### config.mk
export PLATFORM = sky130hd
export DESIGN_NAME = arb_session_ctrl
export DESIGN_NICKNAME = d
export VERILOG_FILES = /design/src/rtl/arb_pkg.sv /design/src/rtl/arb_stream_mux.sv /design/src/rtl/arb_session_ctrl.sv
export SDC_FILE = /design/constraint.sdc
export NUM_CORES = 1
export LEC_CHECK = 0
export CORE_ASPECT_RATIO = 0.75
export CORE_UTILIZATION = 34
export CTS_CLUSTER_DIAMETER = 150
export DETAILED_ROUTE_END_ITERATION = 10
export GPL_ROUTABILITY_DRIVEN = 0
export PLACE_DENSITY = 0.87
export SYNTH_ARGS = -nofsm -noshare
export SYNTH_HDL_FRONTEND = slang
export SYNTH_SLANG_ARGS = --single-unit
### constraint.sdc
create_clock -name clk -period 4.3 [get_ports clk]
set_clock_uncertainty 0.15 [all_clocks]
set_input_delay 0.86 -clock clk [delete_from_list [all_inputs] [get_ports clk]]
set_output_delay 0.86 -clock clk [all_outputs]
set_load 0.01 [all_outputs]
### src/rtl/arb_pkg.sv
// Shared types and helpers for the arbiter and its session controller.
// The one-hot helpers take a 32-bit vector so they serve any N_REQ up to 32.
package arb_pkg;

    localparam int N_REQ_DEF = 4;

    typedef enum logic [1:0] {
        ST_IDLE   = 2'd0,
        ST_ACTIVE = 2'd1,
        ST_FINISH = 2'd2,
        ST_GAP    = 2'd3
    } arb_state_t;

    function automatic logic is_onehot(input logic [31:0] vec);
        return (vec != 32'd0) && ((vec & (vec - 32'd1)) == 32'd0);
    endfunction

    // Index of the lowest set bit; only meaningful when is_onehot() holds.
    function automatic logic [4:0] onehot_index(input logic [31:0] vec);
        logic [4:0] idx;
        idx = 5'd0;
        for (int i = 31; i >= 0; i--) begin
            if (vec[i]) idx = 5'(i);
        end
        return idx;
    endfunction

endpackage

### src/rtl/arb_stream_mux.sv
// N_REQ-to-1 stream multiplexer: selects valid/last/data of one requester
// and steers the shared ready back to that requester only.
module arb_stream_mux
    import arb_pkg::*;
#(
    parameter int N_REQ  = N_REQ_DEF,
    parameter int DATA_W = 32,
    parameter int OWN_W  = 2
) (
    input  logic [OWN_W-1:0]        sel,
    input  logic [N_REQ-1:0]        src_valid,
    input  logic [N_REQ-1:0]        src_last,
    input  logic [N_REQ*DATA_W-1:0] src_data,
    input  logic                    dst_ready,
    output logic [N_REQ-1:0]        src_ready,
    output logic                    mux_valid,
    output logic                    mux_last,
    output logic [DATA_W-1:0]       mux_data
);

    always_comb begin
        mux_valid = 1'b0;
        mux_last  = 1'b0;
        mux_data  = '0;
        src_ready = '0;
        for (int i = 0; i < N_REQ; i++) begin
            if (OWN_W'(i) == sel) begin
                mux_valid    = src_valid[i];
                mux_last     = src_last[i];
                mux_data     = src_data[i*DATA_W +: DATA_W];
                src_ready[i] = dst_ready;
            end
        end
    end

endmodule

### src/rtl/arb_session_ctrl.sv
// Session controller: latches the arbiter's one-hot grant, routes that requester's
// stream to the shared destination, and reports session end back to the arbiter.
module arb_session_ctrl
    import arb_pkg::*;
#(
    parameter int N_REQ     = N_REQ_DEF,
    parameter int DATA_W    = 32,
    parameter int MAX_BEATS = 16,
    parameter int TIMEOUT   = 64
) (
    input  logic                    clk,
    input  logic                    rst,
    input  logic [N_REQ-1:0]        grant,
    input  logic [N_REQ-1:0]        src_valid,
    input  logic [N_REQ-1:0]        src_last,
    input  logic [N_REQ*DATA_W-1:0] src_data,
    output logic [N_REQ-1:0]        src_ready,
    output logic                    dst_valid,
    output logic                    dst_last,
    output logic [DATA_W-1:0]       dst_data,
    input  logic                    dst_ready,
    output logic                    session_is_finished,
    output logic                    busy,
    output logic                    timeout_err,
    output logic                    grant_err
);

    localparam int OWN_W   = (N_REQ > 1) ? $clog2(N_REQ) : 1;
    localparam int BEAT_W  = $clog2(MAX_BEATS + 1);
    localparam int STALL_W = $clog2(TIMEOUT + 1);

    arb_state_t         state;
    arb_state_t         state_nxt;
    logic [OWN_W-1:0]   own;
    logic [BEAT_W-1:0]  beat_cnt;
    logic [STALL_W-1:0] stall_cnt;
    logic               abort;

    logic [31:0]        grant_ext;
    logic               grant_onehot;
    logic [4:0]         grant_idx;

    logic [N_REQ-1:0]   mux_ready;
    logic               mux_valid;
    logic               mux_last;
    logic [DATA_W-1:0]  mux_data;

    logic               active;
    logic               hs;
    logic               at_cap;
    logic               last_beat;
    logic               stall_expire;

    assign grant_ext    = 32'(grant);
    assign grant_onehot = is_onehot(grant_ext);
    assign grant_idx    = onehot_index(grant_ext);

    arb_stream_mux #(
        .N_REQ  (N_REQ),
        .DATA_W (DATA_W),
        .OWN_W  (OWN_W)
    ) u_mux (
        .sel       (own),
        .src_valid (src_valid),
        .src_last  (src_last),
        .src_data  (src_data),
        .dst_ready (dst_ready),
        .src_ready (mux_ready),
        .mux_valid (mux_valid),
        .mux_last  (mux_last),
        .mux_data  (mux_data)
    );

    assign active       = (state == ST_ACTIVE);
    assign hs           = active & mux_valid & dst_ready;
    assign at_cap       = (beat_cnt == BEAT_W'(MAX_BEATS - 1));
    assign last_beat    = mux_last | at_cap;
    assign stall_expire = (stall_cnt == STALL_W'(TIMEOUT - 1));

    always_ff @(posedge clk) begin
        if (rst) state <= ST_IDLE;
        else     state <= state_nxt;
    end

    // A handshake in the same cycle as stall expiry keeps the session alive.
    always_comb begin
        state_nxt = state;
        case (state)
            ST_IDLE:   if (grant_onehot) state_nxt = ST_ACTIVE;
            ST_ACTIVE: begin
                if (hs && last_beat)        state_nxt = ST_FINISH;
                else if (!hs && stall_expire) state_nxt = ST_FINISH;
            end
            ST_FINISH: state_nxt = ST_GAP;
            ST_GAP:    state_nxt = ST_IDLE;
            default:   state_nxt = ST_IDLE;
        endcase
    end

    always_ff @(posedge clk) begin
        if (rst) begin
            own       <= '0;
            beat_cnt  <= '0;
            stall_cnt <= '0;
            abort     <= 1'b0;
        end else begin
            case (state)
                ST_IDLE: begin
                    if (grant_onehot) begin
                        own       <= OWN_W'(grant_idx);
                        beat_cnt  <= '0;
                        stall_cnt <= '0;
                        abort     <= 1'b0;
                    end
                end
                ST_ACTIVE: begin
                    if (hs) begin
                        beat_cnt  <= beat_cnt + BEAT_W'(1);
                        stall_cnt <= '0;
                    end else begin
                        stall_cnt <= stall_cnt + STALL_W'(1);
                        if (stall_expire) abort <= 1'b1;
                    end
                end
                default: ;
            endcase
        end
    end

    always_comb begin
        src_ready           = '0;
        dst_valid           = 1'b0;
        dst_last            = 1'b0;
        dst_data            = '0;
        session_is_finished = 1'b0;
        timeout_err         = 1'b0;
        grant_err           = 1'b0;
        busy                = 1'b0;
        case (state)
            ST_IDLE: grant_err = (grant != '0) && !grant_onehot;
            ST_ACTIVE: begin
                busy      = 1'b1;
                src_ready = mux_ready;
                dst_valid = mux_valid;
                dst_last  = last_beat;
                dst_data  = mux_data;
            end
            ST_FINISH: begin
                busy                = 1'b1;
                session_is_finished = 1'b1;
                timeout_err         = abort;
            end
            default: ;
        endcase
    end

endmodule

After elaboration in Yosys (flattened, before gate mapping)

Index checks and enable logic that the tools add are counted.

Bits of input ports: 143
Flip-flop bits (word level): 17

Reductions and logical operators: 18
Equal/unequal tests: 13
Mux-type cells: 42
Bitwise logic cells: 4
Add/sub/neg operators: 3

Operators by type and width:

| cell                                                   | number |
|---|---|
| two-way mux 32 bit                                     | 5 |
| AND 4 x 32 -> 32 bit                                   | 1 |
| zero test 32 bit                                       | 1 |
| nonzero test 32 bit                                    | 1 |
| two-way mux 1 bit                                      | 21 |
| two-way mux 2 bit                                      | 7 |
| two-way mux 7 bit                                      | 2 |
| case mux 7 bit (2 select lines)                        | 1 |
| two-way mux 5 bit                                      | 2 |
| case mux 5 bit (2 select lines)                        | 1 |
| case mux 2 bit (4 select lines)                        | 1 |
| adder 7 x 1 -> 7 bit (second input constant)           | 1 |
| == test 7 x 6 -> 1 bit (second input constant)         | 1 |
| AND reduction 2 bit                                    | 3 |
| adder 5 x 1 -> 5 bit (second input constant)           | 1 |
| == test 5 x 4 -> 1 bit (second input constant)         | 1 |
| subtractor 4 x 1 -> 5 bit (second input constant)      | 1 |
| == test 2 bit (first input constant)                   | 2 |
| == test 2 bit (second input constant)                  | 2 |
| logical AND 1 bit                                      | 4 |
| zero test 2 bit                                        | 2 |
| two-way mux 4 bit                                      | 1 |
| inequality test 2 x 1 -> 1 bit (second input constant) | 2 |
| inequality test 2 bit (second input constant)          | 2 |
| other kinds (12)                                       | 14 |

Depth between registers and ports, before layout

Gate-level depths: netlist of the first run.

Word-level depth: 12
Depth in mapped cells: 8
Gate-level depth less buffers: 7

By module

A second synthesis of the first run with hierarchy kept.

Cells, all modules: 212
Area, all modules: 2175.8 µm²

By module, submodules not included:

| module           | seq. area each (µm²) | cells each | instances | area each (µm²) |
|---|---|---|---|---|
| arb_session_ctrl | 340.3                | 166        | 1         | 1303.8 |
| arb_stream_mux   | 0.0                  | 46         | 1         | 872.1 |

Worst setup path after synthesis of the first run

OpenSTA, ideal clock, no wires.

Path kind: reg-to-output
Start point: register own[0]
End point: output port dst_data[10]
Stages on the path, launching flop included: 5
Buffers on the path: 2
Arrival time: 1.618 ns
Slack: 1.672 ns
Required time: 3.290 ns
Cells stage by stage: dfxtp_1 -> buf_2 -> buf_2 -> mux4_2 -> and2_1

Word-level cells in the longest chain between the ends: 6

Ends and longest elaborated chain:

| element                          | RTL line                | RTL |
|---|---|---|
| start, declared                  | arb_session_ctrl.sv:34  | `logic [OWN_W-1:0] own;` |
| start signal, assigned           | arb_session_ctrl.sv:110 | `own <= OWN_W'(grant_idx);` |
| zero test 2 bit                  | arb_stream_mux.sv:27    | `if (OWN_W'(i) == sel) begin` |
| two-way mux 32 bit (3 in series) | arb_stream_mux.sv:27    |  |
| two-way mux 32 bit *             | arb_stream_mux.sv:27    |  |
| two-way mux 32 bit *             | arb_session_ctrl.sv:139 | `case (state)` |
| end, declared                    | arb_session_ctrl.sv:20  | `output logic [DATA_W-1:0] dst_data,` |

Every way passes the cells marked *; elsewhere a longest branch is shown, timed or not.

Final worst setup path of the first run

Start point: input port grant[3]
End point: output port grant_err

Word-level cells in the longest chain between the ends: 7

Ends and longest elaborated chain:

| element                   | RTL line                | RTL |
|---|---|---|
| start, declared           | arb_session_ctrl.sv:13  | `input logic [N_REQ-1:0] grant,` |
| subtractor 4 x 1 -> 5 bit | arb_pkg.sv:15           | `return (vec != 32'd0) && ((vec & (vec - 32'd1)) == 32'd0);` |
| AND 4 x 32 -> 32 bit      | arb_pkg.sv:15           |  |
| zero test 32 bit          | arb_pkg.sv:15           |  |
| logical AND 1 bit         | arb_pkg.sv:15           |  |
| zero test 1 bit           | arb_session_ctrl.sv:140 | `ST_IDLE: grant_err = (grant != '0) && !grant_onehot;` |
| logical AND 1 bit *       | arb_session_ctrl.sv:140 |  |
| two-way mux 1 bit *       | arb_session_ctrl.sv:139 |  |
| end, declared             | arb_session_ctrl.sv:25  | `output logic grant_err` |

Marked as above.

==> results.sh, run 1 <==
export IMPL_p_seq_share_pct=17.5
export IMPL_nets=530
export IMPL_antenna_found_initial=0
export IMPL_core_area_um2=5830
export IMPL_maxCapViolations=0
export IMPL_ys_warn_count=0
export IMPL_initial_core_util_pct=35.5
export IMPL_critPathBufInv=2
export IMPL_tightest_slew_ns=0.911
export IMPL_worstPathMaxFanout=7
export IMPL_p_sw_mw=0.470
export IMPL_portBuffers=184
export IMPL_synthArstFlopShare_pct=0
export IMPL_internal_power_mw=0.780
export IMPL_crit_chain="clkdlybuf4s50_1, nor2_1, o21ai_0, o311a_1, clkdlybuf4s50_1"
export IMPL_crit_top_cell="clkdlybuf4s50_1"
export IMPL_numCtsBuffers=3
export IMPL_fin_setup_tns_ns=0
export IMPL_htreeDepth=1
export IMPL_fin_crit_sh_pct=81.1
export IMPL_die_area_um2=6390
export IMPL_root_buffer="clkbuf_8"
export IMPL_fin_util_pct=68.6
export IMPL_cts_setup_buffers=0
export IMPL_syn_area_per_cell_um2=9.88
export IMPL_grt_pass1_wl_mm=12.7
export IMPL_cellPowerDensity_nw_per_um2=313
export IMPL_final_area_um2=4000
export IMPL_grt_max_degree=39
export IMPL_worstSetupEndpointType="output pin"
export IMPL_slew_headroom_pct=39.2
export IMPL_hp_class="reg -> reg"
export IMPL_hold_viol=0
export IMPL_via_count=2452
export IMPL_rsz0062_at_grt="false"
export IMPL_synth_seq_cells=17
export IMPL_period_needed_ns=3.49
export IMPL_place_area_um2=3950
export IMPL_overflow=0
export IMPL_yosys_top_cells_area="mux4_2 37%, dfxtp_1 16%, and2_1 11%"
export IMPL_first_pass_iters=7
export IMPL_ctsResizeCount=0
export IMPL_clock_fmax_mhz=287
export IMPL_yosys_most_used_dff="dfxtp_1"
export IMPL_cts_sinks=17
export IMPL_synth_area_leader_cell="mux4_2"
export IMPL_p_comb_share_pct=72.6
export IMPL_fill_cells=455
export IMPL_post_synth_top_count_cell="and2_1"
export IMPL_stdcell_count=458
export IMPL_clock_latency_ns=0.26
export IMPL_cp_start_kind="primary input"
export IMPL_area_delta_synth_final_pct=93.5
export IMPL_wl_per_cell_um=17.7
export IMPL_ctsLongestPathBuffers=2
export IMPL_synth_common_cells="36 x and2_1, 34 x mux4_2, 19 x nor2_1"
export IMPL_placedCellCount=454
export IMPL_syn_inst=209
export IMPL_fp_dieH_um=69.5
export IMPL_cts_reportedPaths_clkPinSlew_ns=0.07
export IMPL_final_setup_viol_count=0
export IMPL_drive_gt1_share_pct=11.3
export IMPL_io_pins=185
export IMPL_place_ws_ns=0.807
export IMPL_path_class="in -> out"
export IMPL_max_stage_delay_ns=0.62
export IMPL_slowest_stage="clkdlybuf4s50_1"
export IMPL_synth_top_area_share_pct=37.1
export IMPL_switching_share_pct=37.6
export IMPL_crit_required_ns=3.29
export IMPL_dpl_hpwl_mm=6.67
export IMPL_setup_ws_ns=0.814
export IMPL_synth_edf_count=0
export IMPL_pwr_share_clk_pct=9.9
export IMPL_outcome="finished with violations"
export IMPL_violations="DRC"
export IMPL_postCtsHoldBufs=0
export IMPL_arrival_ns=2.48
export IMPL_grtUsageTotal_pct=25.3
export IMPL_num_rows=24
export IMPL_p_leak_nw=1.39
export IMPL_wirelength_mm=8.09
export IMPL_ir_drop_mv=0.306
export IMPL_synth_nets=358
export IMPL_synth_seq_area_share_pct=16.5
export IMPL_crit_family="buffers and inverters"
export IMPL_drtIter0Drc=126
export IMPL_synth_cell_types=39
export IMPL_die_w_um=92.0
export IMPL_first_global_vias=2404
export IMPL_final_antenna_net_count=0
export IMPL_viasPerCell=5.35
export IMPL_synth_cell_area_um2=2070
export IMPL_num_antenna_cells=0
export IMPL_cts_tree="yes"
export IMPL_drc=1
export IMPL_maxSlewViolCount=0
-- logic make-up after synthesis --
kind of cell	count (synthesis)	share of synthesized area, %
AND/OR/NAND/NOR	82	21.4
multiplexers	38	39.0
AO/OA/AOI/OAI	36	12.1
buffers and inverters	25	5.21
flip-flops	17	16.5
adder cells (fa/ha/maj)	6	3.63
XOR/XNOR	5	2.12
-- power by group through the flow --
stage / sequential (mW) / clock (mW) / combinational, mW
2_1_floorplan: 0.184 / 0 / 0.513
3_3_place_gp: 0.223 / 0 / 0.891
3_5_place_dp: 0.223 / 0 / 0.906
4_1_cts: 0.219 / 0.124 / 0.910
5_1_grt: 0.223 / 0.132 / 0.977
6_report: 0.219 / 0.124 / 0.907
-- layout by cell type (no fill, tap or decap), types with 6 or more instances in the layout --
cell type,synthesis,routed
inv_1,6,6
nand2_1,6,6
and2_1,36,36
clkdlybuf4s50_1,0,184
nor2_1,19,19
dfxtp_1,17,15
ha_1,6,6
mux4_2,34,34
a21oi_1,8,8
nand3_1,7,7
-- registers in the layout, indices dropped and copies added (netlist names) --
| register | flops |
|---|---|
| own | 2 |
| abort | 1 |
| beat_cnt | 5 |
| state | 2 |
| stall_cnt | 7 |
-- metrics by stage --
step	total power, mW	hold slack (ns)
after detailed placement	1.13	0.316
after global routing	1.33	0.364
after global placement	1.11	0.307
after floorplan	0.698	0.291
after CTS	1.25	0.331
final	1.25	0.334
-- final timing paths --
| check | startpoint | to | slack [ns] | cells after the start |
|---|---|---|---|---|
| worst max-delay path | grant[3] | grant_err | 0.81 | 5 |
| worst min-delay path | beat_cnt[3] | beat_cnt[3] | 0.33 | 1 |
| worst max register to register | state[1] | stall_cnt[5] | 1.47 | 8 |
| worst min register to register | beat_cnt[3] | beat_cnt[3] | 0.33 | 1 |
-- layer usage --
| metal | share of wire (%) | vias up | track usage [%] |
|---|---|---|---|
| met3 | 5.6 | 14 | 4.39 |
| met2 | 51 | 112 | 45.4 |
| met4 | 2.2 | 0 | 5.56 |
| met1 | 41 | 1185 | 31.9 |
| li1 | - | 1141 | - |
| met5 | 0 | - | 0 |
-- layout make-up --
type                            count  area, µm²  area share, %
Timing Repair Buffer              186       1870           46.8
Sequential cell                    17        343           8.58
Clock buffer                        3       41.3           1.03
Inverter                            6       22.5          0.564
Multi-Input combinational cell    167       1620           40.5
Tap cell                           78       97.6           2.44
Clock inverter                      1       5.00          0.125
Note: power is estimated with default switching activity, not from simulation.
==> inputs of run 2 (changes only) <==
- CORE_UTILIZATION: 34 -> 32
- PLACE_DENSITY: 0.87 -> 0.83
- clock period: 4.3 -> 3.5 ns (I/O delays scaled with it)
==> run 2 against run 1 <==
Against the previous run: the flow now finishes without violations; highest routed layer unchanged; register-to-register slack lost 0.36 ns; first-iteration DRC count shrank 7.9%; global-route usage shrank 1.8 points; design area grew 1.0%.
==> results.sh, run 2 (same netlist as run 1, synthesis figures left out) <==
export IMPL_outcome="complete, no violations"
export IMPL_slew_headroom_pct=58.4
export IMPL_place_ws_ns=0.322
export IMPL_worstPathMaxFanout=7
export IMPL_top_regs="stall_cnt x7, beat_cnt x5"
export IMPL_overflow=0
export IMPL_max_stage_delay_ns=0.60
export IMPL_io_pins=185
export IMPL_numCtsBuffers=3
export IMPL_critPathBufInv=2
export IMPL_final_common_cell="clkdlybuf4s50_1"
export IMPL_drtIter0Drc=116
export IMPL_ir_drop_mv=0.559
export IMPL_drc=0
export IMPL_die_area_um2=6780
export IMPL_grt_pass1_wl_mm=12.3
export IMPL_crit_chain="clkdlybuf4s50_1, nor2_1, o21ai_0, o311a_1, clkdlybuf4s50_1"
export IMPL_postCtsHoldBufs=0
export IMPL_clock_fmax_mhz=314
export IMPL_p_comb_share_pct=74.6
export IMPL_wl_per_cell_um=17.3
export IMPL_fin_crit_sh_pct=90.9
export IMPL_initial_core_util_pct=34.4
export IMPL_cts_tree="yes"
export IMPL_hold_viol=0
export IMPL_largest_register_ffs=7
export IMPL_viasPerCell=5.16
export IMPL_num_antenna_cells=0
export IMPL_cts_setup_buffers=0
export IMPL_arrival_ns=2.33
export IMPL_period_needed_ns=3.18
export IMPL_cts_reportedPaths_clkPinSlew_ns=0.06
export IMPL_grtUsageTotal_pct=23.6
export IMPL_clock_latency_ns=0.24
export IMPL_first_global_vias=2397
export IMPL_cts_sinks=17
export IMPL_area_delta_synth_final_pct=95.5
export IMPL_via_count=2386
export IMPL_rsz0062_at_grt="false"
export IMPL_fp_dieH_um=71.6
export IMPL_num_rows=24
export IMPL_ctsLongestPathBuffers=2
export IMPL_hp_class="reg -> reg"
export IMPL_regMostFlops="stall_cnt"
export IMPL_maxCapViolations=0
export IMPL_internal_power_mw=0.976
export IMPL_maxSlewViolCount=0
export IMPL_htreeDepth=1
export IMPL_cp_start_kind="primary input"
export IMPL_p_sw_mw=0.563
export IMPL_die_w_um=94.8
export IMPL_path_class="in -> out"
export IMPL_switching_share_pct=36.6
export IMPL_tightest_slew_ns=0.622
export IMPL_root_buffer="clkbuf_8"
export IMPL_crit_family="buffers and inverters"
export IMPL_wirelength_mm=8.01
export IMPL_core_area_um2=6010
export IMPL_p_seq_share_pct=16.2
export IMPL_ctsResizeCount=0
export IMPL_pwr_share_clk_pct=9.2
export IMPL_crit_required_ns=2.65
export IMPL_setup_ws_ns=0.319
export IMPL_final_cell_mix="184 x clkdlybuf4s50_1, 36 x and2_1, 34 x mux4_2"
export IMPL_grt_max_degree=27
export IMPL_final_setup_viol_count=0
export IMPL_dpl_hpwl_mm=6.77
export IMPL_final_antenna_net_count=0
export IMPL_first_pass_iters=4
export IMPL_nets=534
export IMPL_portBuffers=184
export IMPL_cellPowerDensity_nw_per_um2=381
export IMPL_slowest_stage="clkdlybuf4s50_1"
export IMPL_worstSetupEndpointType="output pin"
export IMPL_drive_gt1_share_pct=12.0
export IMPL_crit_top_cell="clkdlybuf4s50_1"
export IMPL_antenna_found_initial=0
export IMPL_fin_setup_tns_ns=0
export IMPL_p_leak_nw=1.41
run 2: cell types whose count changed in the layout (fill, tap and decap cells not counted), sizes merged:
cell    change
buf         +4
clkbuf      +1
clkinv      -1
run 2: worst register-to-register path, delay by kind of cell, from the launching register on:
kind	cells	cell delay [ns]
and+or+nand+nor	3	1.02
buffers and inverters	2	0.34
adders and majority gates	1	0.17
AOI/OAI and AO/OA	2	0.31
DFF	1	0.31
run 2: layout make-up:
type | instances | area, µm²
flip-flops and latches | 17 | 343
inverters | 6 | 22.5
clock buffers | 4 | 45.0
well taps | 78 | 97.6
fillers | 523 | 1970
repair buffers | 190 | 1910
multi-input cells | 167 | 1620
run 2: worst paths after layout:
kind	startpoint	end	slack (ns)	cells past startpoint
max	grant[3]	grant_err	0.32	5
min	beat_cnt[3]	beat_cnt[3]	0.33	1
max reg2reg	state[1]	stall_cnt[5]	1.11	8
min reg2reg	beat_cnt[3]	beat_cnt[3]	0.33	1
run 2: routing by layer:
metal	vias to the layer above	GRT usage [%]	wire, µm
met5	-	0	0
met4	0	7.41	235
met3	22	6.16	753
met2	116	42.8	4030
met1	1099	27.0	2990
li1	1149	-	-
run 2: power groups by stage:
stage	Clock, mW	Sequential (mW)	Combinational [mW]
after floorplan	0	0.226	0.631
after global placement	0	0.253	1.14
after detailed placement	0	0.254	1.15
after CTS	0.142	0.250	1.16
after global routing	0.152	0.254	1.23
final	0.142	0.249	1.15
run 2: per-stage QoR:
stage	hold slack, ns	utilization (%)	power, mW	area (µm²)	cells
after floorplan	0.291	-	0.857	2070	209
after global placement	0.311	66.5	1.39	3990	458
after detailed placement	0.319	66.5	1.41	3990	458
after CTS	0.328	67.2	1.55	4040	462
final	0.329	67.2	1.54	4040	462
after global routing	0.347	67.2	1.64	4040	462
==> inputs of run 3 (changes only) <==
- ABC_AREA: unset -> 1
==> run 3 against run 2 <==
Against the previous run: first-iteration DRC count rose by 16%; die area is 0.59% lower; cell count is 35% higher; maximum frequency fell by 4.0%; design area is 0.43% lower; clock power rose by 6%; sequential power fell by 3%; sequential share of layout area is essentially flat.
==> results.sh, run 3 <==
export IMPL_synth_cell_types=29
export IMPL_cellPowerDensity_nw_per_um2=384
export IMPL_die_w_um=94.5
export IMPL_cts_tree="yes"
export IMPL_placedCellCount=619
export IMPL_internal_power_mw=0.863
export IMPL_synth_top_family_by_area="simple AND/OR/NAND/NOR gates"
export IMPL_drtIter0Drc=135
export IMPL_synth_nets=519
export IMPL_cp_start_kind="register"
export IMPL_pwr_share_clk_pct=9.7
export IMPL_io_pins=185
export IMPL_ctsResizeCount=0
export IMPL_ctsLongestPathBuffers=2
export IMPL_drive_gt1_share_pct=4.20
export IMPL_yosys_area_share_simple_pct=38.8
export IMPL_drc=0
export IMPL_initial_core_util_pct=34.2
export IMPL_num_rows=24
export IMPL_final_setup_viol_count=0
export IMPL_numCtsBuffers=3
export IMPL_synth_fa_ha_area_share_pct=3.66
export IMPL_wl_per_cell_um=14.7
export IMPL_overflow=0
export IMPL_synth_xor_area_share_pct=1.28
export IMPL_grt_max_degree=28
export IMPL_first_global_vias=3082
export IMPL_synth_seq_cells=17
export IMPL_grtUsageTotal_pct=26.6
export IMPL_hold_viol=0
export IMPL_viasPerCell=5.17
export IMPL_yosys_top_cells_area="nand2_1 17%, dfxtp_1 17%, nor2_1 9.7%"
export IMPL_r2r_start="state[1]"
export IMPL_p_seq_share_pct=15.6
export IMPL_syn_area_per_cell_um2=5.55
export IMPL_synth_top_area_share_pct=16.6
export IMPL_path_class="reg -> out"
export IMPL_outcome="complete, no violations"
export IMPL_stdcell_count=625
export IMPL_tightest_slew_ns=0.529
export IMPL_fp_dieH_um=71.4
export IMPL_hp_class="reg -> reg"
export IMPL_synth_compound_area_share_pct=27.2
export IMPL_final_cell_mix="184 x clkdlybuf4s50_1, 91 x nand2_1, 53 x nor2_1"
export IMPL_p_comb_share_pct=74.6
export IMPL_syn_inst=370
export IMPL_antenna_found_initial=0
export IMPL_num_antenna_cells=0
export IMPL_maxCapViolations=0
export IMPL_fin_setup_tns_ns=0
export IMPL_synth_edf_count=0
export IMPL_startpoint="own[0]"
export IMPL_core_area_um2=6010
export IMPL_htreeDepth=1
export IMPL_muxShareOfSynthArea_pct=0
export IMPL_period_needed_ns=3.31
export IMPL_grt_pass1_wl_mm=14.4
export IMPL_yosys_most_used_dff="dfxtp_1"
export IMPL_arrival_ns=2.46
export IMPL_largest_register_ffs=7
export IMPL_p_sw_mw=0.679
export IMPL_nets=697
export IMPL_area_delta_synth_final_pct=95.8
export IMPL_dpl_hpwl_mm=7.21
export IMPL_final_antenna_net_count=0
export IMPL_root_buffer="clkbuf_8"
export IMPL_maxSlewViolCount=0
export IMPL_clock_fmax_mhz=302
export IMPL_portBuffers=184
export IMPL_clock_latency_ns=0.26
export IMPL_synth_common_cells="91 x nand2_1, 53 x nor2_1, 38 x inv_1"
export IMPL_final_common_cell="clkdlybuf4s50_1"
export IMPL_rsz0062_at_grt="false"
export IMPL_top_regs="stall_cnt x7, beat_cnt x5"
export IMPL_worstPathMaxFanout=15
export IMPL_crit_required_ns=2.65
export IMPL_via_count=3233
export IMPL_switching_share_pct=44.0
export IMPL_synth_area_leader_cell="nand2_1"
export IMPL_p_leak_nw=1.70
export IMPL_cts_sinks=17
export IMPL_slew_headroom_pct=64.7
export IMPL_synthArstFlopShare_pct=0
export IMPL_worstSetupEndpointType="output pin"
export IMPL_fin_crit_sh_pct=94.7
export IMPL_first_pass_iters=4
export IMPL_regMostFlops="stall_cnt"
export IMPL_ys_warn_count=0
export IMPL_synth_seq_area_share_pct=16.6
export IMPL_cts_reportedPaths_clkPinSlew_ns=0.06
export IMPL_min_delay_start="abort"
export IMPL_synth_cell_area_um2=2050
export IMPL_wirelength_mm=9.20
export IMPL_post_synth_top_count_cell="nand2_1"
export IMPL_die_area_um2=6740
export IMPL_ir_drop_mv=0.423
==> run 3: kinds of logic (layout without fill, tap and decap cells) <==
| family | count (synthesis) | after routing |
|---|---|---|
| AO/OA/AOI/OAI | 91 | 91 |
| flip-flops | 17 | 17 |
| buffers and inverters | 62 | 239 |
| AND/OR/NAND/NOR | 191 | 191 |
| adder cells (fa/ha/maj) | 6 | 6 |
| XOR/XNOR | 3 | 3 |
==> run 3: stage by stage <==
step | util (%) | hold WS [ns] | power, mW | cell area (µm²) | setup WS (ns)
global route | 66.9 | 0.354 | 1.66 | 4020 | 0.0639
floorplan | - | 0.289 | 0.828 | 2050 | 1.37
CTS | 66.5 | 0.330 | 1.52 | 3990 | 0.171
finish | 66.9 | 0.326 | 1.54 | 4020 | 0.186
global placement | 65.7 | 0.314 | 1.35 | 3950 | 0.431
detailed placement | 65.7 | 0.315 | 1.37 | 3950 | 0.411
==> run 3: critical path: stages, from the launching register on <==
cell and delay [ns]:
dfxtp_1 0.56, nor2_1 0.12, inv_1 0.41, o22ai_1 0.14, o21ai_0 0.17, o21ai_0 0.12
nor2_1 0.14, clkdlybuf4s50_1 0.55
==> run 3: power by group through the flow <==
stage	Clock, mW	Combinational (mW)	Sequential [mW]
3_5_place_dp	0	1.13	0.245
5_1_grt	0.158	1.26	0.244
4_1_cts	0.148	1.14	0.240
6_report	0.150	1.15	0.241
2_1_floorplan	0	0.593	0.235
3_3_place_gp	0	1.10	0.243
==> run 3: timing repair <==
action	in CTS	in global routing
setup buffers	0	2
hold buffers	0	0
endpoints found under the hold margin	0	0
endpoints found under the setup margin	0	1
==> run 3: metal layers <==
metal | GRT usage, % | up-vias | routed length (µm)
li1 | - | 1591 | -
met4 | 6.57 | 0 | 176
met3 | 4.46 | 19 | 760
met5 | 0 | - | 0
met1 | 32.7 | 1456 | 3940
met2 | 48.3 | 167 | 4320
==> run 3: path summary, 6_finish.rpt <==
kind / to / slack (ns) / depth (start not counted)
setup / recovery: dst_data[22] / 0.19 / 7
hold / removal: abort / 0.33 / 2
setup reg to reg: state[1] / 1.27 / 11
hold reg to reg: abort / 0.33 / 2
==> run 3: cell type report <==
type | count | area, µm²
repair buffers | 193 | 1920
clock buffers | 4 | 45.0
fillers | 498 | 1990
multi-input cells | 291 | 1460
flip-flops and latches | 17 | 340
well taps | 78 | 97.6
inverters | 42 | 158
